## config.mk

```make
export PLATFORM = sky130hd
export DESIGN_NAME = instr_fetch_unit
export DESIGN_NICKNAME = d
export VERILOG_FILES = /design/src/rtl/cpu_pkg.sv /design/src/rtl/instr_fetch_unit.sv
export SDC_FILE = /design/constraint.sdc
export NUM_CORES = 1
export LEC_CHECK = 0
export BUFFER_PORTS_ARGS = -buffer_cell sky130_fd_sc_hd__buf_2
export CAP_MARGIN = 20
export CORE_MARGIN = 3
export CORE_UTILIZATION = 48
export CTS_CLUSTER_DIAMETER = 80
export CTS_CLUSTER_SIZE = 10
export DETAILED_ROUTE_END_ITERATION = 8
export PLACE_DENSITY = 0.91
export SLEW_MARGIN = 20
export SYNTH_ARGS = -nofsm -noshare
export SYNTH_HDL_FRONTEND = slang
export SYNTH_SLANG_ARGS = --single-unit
```

## constraint.sdc

```tcl
create_clock -name clk_i -period 2 [get_ports clk_i]
set_input_delay 0.1 -clock clk_i [delete_from_list [all_inputs] [get_ports clk_i]]
set_output_delay 0.1 -clock clk_i [all_outputs]
set_load 0.005 [all_outputs]
```

## src/rtl/cpu_pkg.sv

```systemverilog
// rtl/cpu_pkg.sv - shared CPU encodings: phase bus, fetch FSM states, default widths
package cpu_pkg;

    localparam int ADDR_W_DEF = 16;
    localparam int DATA_W_DEF = 16;

    typedef enum logic [1:0] {
        PH_FETCH   = 2'b00,
        PH_DECODE  = 2'b01,
        PH_EXECUTE = 2'b10,
        PH_MEMORY  = 2'b11
    } phase_e;

    typedef enum logic [1:0] {
        FS_IDLE = 2'b00,
        FS_REQ  = 2'b01,
        FS_DONE = 2'b10,
        FS_ERR  = 2'b11
    } fetch_state_e;

endpackage

```

## src/rtl/instr_fetch_unit.sv

```systemverilog
// rtl/instr_fetch_unit.sv - fetches one instruction word per FETCH phase over a req/ack memory handshake
module instr_fetch_unit
    import cpu_pkg::*;
#(
    parameter int                ADDR_W   = ADDR_W_DEF,
    parameter int                DATA_W   = DATA_W_DEF,
    parameter logic [ADDR_W-1:0] RESET_PC = '0,
    parameter int                TIMEOUT  = 15
) (
    input  logic              clk_i,
    input  logic              rst_ni,
    input  logic              en_i,
    input  logic [1:0]        phase_i,
    output logic              stall_o,
    output logic              mem_req_o,
    output logic [ADDR_W-1:0] mem_addr_o,
    input  logic              mem_ack_i,
    input  logic [DATA_W-1:0] mem_rdata_i,
    input  logic              pc_load_i,
    input  logic [ADDR_W-1:0] pc_target_i,
    output logic [ADDR_W-1:0] pc_o,
    output logic [DATA_W-1:0] ir_o,
    output logic              ir_valid_o,
    output logic              fetch_err_o
);

    localparam int            TW        = $clog2(TIMEOUT + 1);
    localparam logic [TW-1:0] TIMER_MAX = TW'(TIMEOUT);

    fetch_state_e      state_q, state_d;
    logic [TW-1:0]     timer_q, timer_d;
    logic [ADDR_W-1:0] pc_q, pc_d;
    logic [DATA_W-1:0] ir_q, ir_d;
    logic              ir_valid_q, ir_valid_d;

    logic is_fetch;
    assign is_fetch = (phase_i == PH_FETCH);

    always_ff @(posedge clk_i or negedge rst_ni) begin
        if (!rst_ni) begin
            state_q    <= FS_IDLE;
            timer_q    <= '0;
            pc_q       <= RESET_PC;
            ir_q       <= '0;
            ir_valid_q <= 1'b0;
        end else begin
            state_q    <= state_d;
            timer_q    <= timer_d;
            pc_q       <= pc_d;
            ir_q       <= ir_d;
            ir_valid_q <= ir_valid_d;
        end
    end

    always_comb begin
        state_d    = state_q;
        timer_d    = timer_q;
        pc_d       = pc_q;
        ir_d       = ir_q;
        ir_valid_d = ir_valid_q;
        if (en_i) begin
            unique case (state_q)
                FS_IDLE: begin
                    if (is_fetch) begin
                        state_d    = FS_REQ;
                        timer_d    = '0;
                        ir_valid_d = 1'b0;
                    end
                end
                FS_REQ: begin
                    if (mem_ack_i) begin
                        ir_d       = mem_rdata_i;
                        ir_valid_d = 1'b1;
                        pc_d       = pc_q + ADDR_W'(1);
                        state_d    = FS_DONE;
                    end else begin
                        timer_d = timer_q + TW'(1);
                        if (timer_d == TIMER_MAX) begin
                            state_d = FS_ERR;
                        end
                    end
                end
                FS_DONE: begin
                    if (!is_fetch) begin
                        state_d = FS_IDLE;
                    end
                end
                default: begin
                end
            endcase
            // A taken branch overrides the post-fetch increment; the IR capture above still stands.
            if (pc_load_i && (phase_i == PH_EXECUTE)) begin
                pc_d       = pc_target_i;
                ir_valid_d = 1'b0;
            end
        end
    end

    // Handshake outputs decode the state register so reset drops mem_req without waiting for a clock.
    assign mem_req_o   = (state_q == FS_REQ);
    assign mem_addr_o  = pc_q;
    assign fetch_err_o = (state_q == FS_ERR);
    assign stall_o     = is_fetch && (state_q != FS_DONE);
    assign pc_o        = pc_q;
    assign ir_o        = ir_q;
    assign ir_valid_o  = ir_valid_q;

endmodule

```

==> impl_metrics.csv <==
group,metric,value,unit
power_and_ir_drop,powerDensity,1313,mW/mm2
synth,syn_inst,228,
synth,syn_area_per_cell,9.664,um2
hold_path,hold_class,"input port to flop",
cts,htree_levels,2,
worst_setup_path,timing.rr.start,"mem_addr_o[1]",
cts,cts_tree,"built",
route,ant_nets,0,
placed_design,routabilityCongestion,0.8624,
sta,finalCritPeriodShare,0.9433,
sta,rsz0062_at_grt,"false",
finish,n_antenna_cell,0,
route,vias,2034,
worst_setup_path,arrival,2.06,ns
route,viasPerCell,5.666,
cts,cts_buffers,5,
worst_setup_path,reg2reg_to,"mem_addr_o[14]",
worst_setup_path,worstSetupPathType,"flop to flop",
synth,synth_cell_types,47,
grt,grt_pass1_wl,8466,um
die,chipWidth,73.75,um
cts,clock_latency,0.28,ns
synth,synth-async-reset-ratio,1.000,
die,io_pins,91,
placed_design,hpwl,3953,um
sta,slew_headroom,0.4335,
sta,min_period,1.887,ns
route,firstDrtPassIters,4,
synth,synth-edff-count,0,
synth,syn-cell-area,0.002203,mm2
finish,area_delta_synth_final,22.88,%
route,drc_errors,0,
route,drt-initial-drc-count,232,
worst_setup_path,cp-start-kind,"flop",
placed_design,io_buffers,90,
worst_setup_path,rrSetupSlack,0.11,ns
grt,grt_pass1_vias,1887,
synth,ys_warn_count,0,
worst_setup_path,cp.required,2.18,ns
sta,fmax,530.1,MHz
sta,finalHoldViolCount,0,
die,coreArea,0.004384,mm2
die,die_y,73.75,um
power_and_ir_drop,vdd_drop_max,0.0006706,V
synth,synthFlopType,"dfrtp_1",
sta,setup_viol,0,
worst_setup_path,critical_path.startpoint,"mem_addr_o[1]",
run_status,status,"complete, no violations",
sta,setup_tns,0,ns
synth,seq_area_frac_synth,0.4429,
worst_setup_path,cp-endpoint,"mem_addr_o[14]",
route,route.final.wire_length,5319,um
die,die_area,0.005439,mm2
cts,cts_sinks,39,
worst_setup_path,crit_path_end_kind,"flop",
die,initial_utilization,0.5026,
cts,clock_path_buffers,2,
grt,track_usage,0.1991,
grt,grt_max_degree,40,
grt,overflow,0,
finish,layout.nets,348,
cts,cts_root_buffer,"clkbuf_8",
sta,fin_skew,0.006593,ns
worst_setup_path,cp_max_fo,7,
cts,clk_pin_slew,0.08,ns
run,cap_violations,0,
sta,report.final.slew_viol_count,0,
die,rows,24,
finish,drive_gt1_frac,0.3974,
worst_setup_path,reg2reg_depth,5,
route,post_drt_wl_per_cell,14.82,um
grt,antenna_found_initial,0,
sta,tightest_slew,0.8498,ns
synth,ys_seq_elements,39,
power_and_ir_drop,leakagePower,1.291,nW
finish,fin_cells,359,
synth,synth_fp_nets,270,
placed_design,dp.cells,350,
cts,cts_setup_buffers,0,
## where the power goes
| group | switching, mW | internal (mW) | total, mW |
|---|---|---|---|
| logic | 0.695 | 0.777 | 1.47 |
| clock network | 0.260 | 0.315 | 0.575 |
| registers | 0.371 | 1.14 | 1.51 |
## cells in the mapped netlist (7+ instances only)
cell,instances,area share
buf_4,18,0.061
nor2_1,10,0.017
mux2_2,16,0.082
nand2_1,22,0.037
o21ai_0,13,0.030
a21oi_1,19,0.043
dfrtp_1,39,0.44
nand3_1,12,0.027
clkbuf_1,7,0.012
nand4_1,7,0.020
## layout make-up
cell class / instances / area, um2
Tap cell: 52 / 65.06
Sequential cell: 39 / 975.9
Fill cell: 366 / 1677
Timing Repair Buffer: 97 / 505.5
Multi-Input combinational cell: 159 / 1046
Inverter: 4 / 15.01
Clock buffer: 8 / 100.1
## cell families after synthesis
logic type / count (synthesis) / synth area share
and+or+nand+nor: 81 / 0.2005
adders and majority gates: 3 / 0.01704
muxes: 18 / 0.09086
AOI/OAI and AO/OA: 55 / 0.1584
xor gates and xnor gates: 2 / 0.007951
DFF: 39 / 0.4429
buffers and inverters: 30 / 0.08234
## worst max-delay path, stage by stage (launching register included)
cell and delay [ns]:
dfrtp_1 0.46, ha_1 0.24, nand3_1 0.15, or4_1 0.45, or3_1 0.36, o211a_1 0.11
## cells in the final DEF, fill, tap and decap left out, types with 2 or more instances in the layout
cell type	instances
mux2i_1	2
nand4_1	7
nor4_1	3
buf_4	6
and3_1	2
nand3_1	12
nor3b_1	2
o21a_1	3
a21oi_1	19
o21ai_0	13
nor2_1	10
nor2b_1	3
or2_2	2
and2_1	4
nor3_1	4
dfrtp_1	39
ha_1	3
a2bb2oi_1	2
o22ai_1	3
o41ai_1	2
nand2_1	22
clkbuf_8	7
nand2b_1	2
buf_2	90
inv_1	4
mux2_2	16
o211a_1	2
a311oi_1	2
## sequential cells by signal, indices dropped and copies added, names as in the netlist
| register | count |
|---|---|
| ir_o | 16 |
| mem_addr_o | 16 |
| timer_q | 4 |
| state_q | 2 |
| ir_valid_o | 1 |
## repair_timing
action | CTS | global route
hold buffers | 1 | 0
endpoints found under the hold margin | 39 | 0
gates resized for setup | 0 | 0
## layer usage
layer,share of wire,global-route usage,routed length [um],vias up
li1,-,-,-,973
met1,0.40,0.2413,2136,962
met2,0.50,0.3484,2656,92
met3,0.086,0.04788,455,7
met4,0.013,0.05835,70,0
met5,0,0,0,-
## worst min path at each step
stage                          startpoint             end  slack (ns)  cells after the start
after floorplan                    rst_ni         ir_o[0]       -0.20                      0
after CTS                 mem_rdata_i[13]        ir_o[13]        0.04                      2
after global routing       mem_rdata_i[0]         ir_o[0]        0.04                      2
after global placement             rst_ni  mem_addr_o[13]        0.27                      1
final                      mem_rdata_i[9]         ir_o[9]        0.05                      2
after detailed placement           rst_ni  mem_addr_o[13]        0.27                      1
## per-stage QoR
step	util	hold WS (ns)	total power, mW	area [um2]	setup slack, ns
3_5_place_dp	0.5925	0.2727	3.000	2597	0.1520
4_1_cts	0.6176	0.03596	3.584	2708	0.1338
3_3_place_gp	0.5925	0.2659	2.928	2597	0.2353
2_1_floorplan	-	-0.1956	2.425	2203	0.2552
6_report	0.6176	0.04735	3.556	2708	0.1134
5_1_grt	0.6176	0.04384	3.838	2708	0.04046
Power figures use the tool's default switching activity.
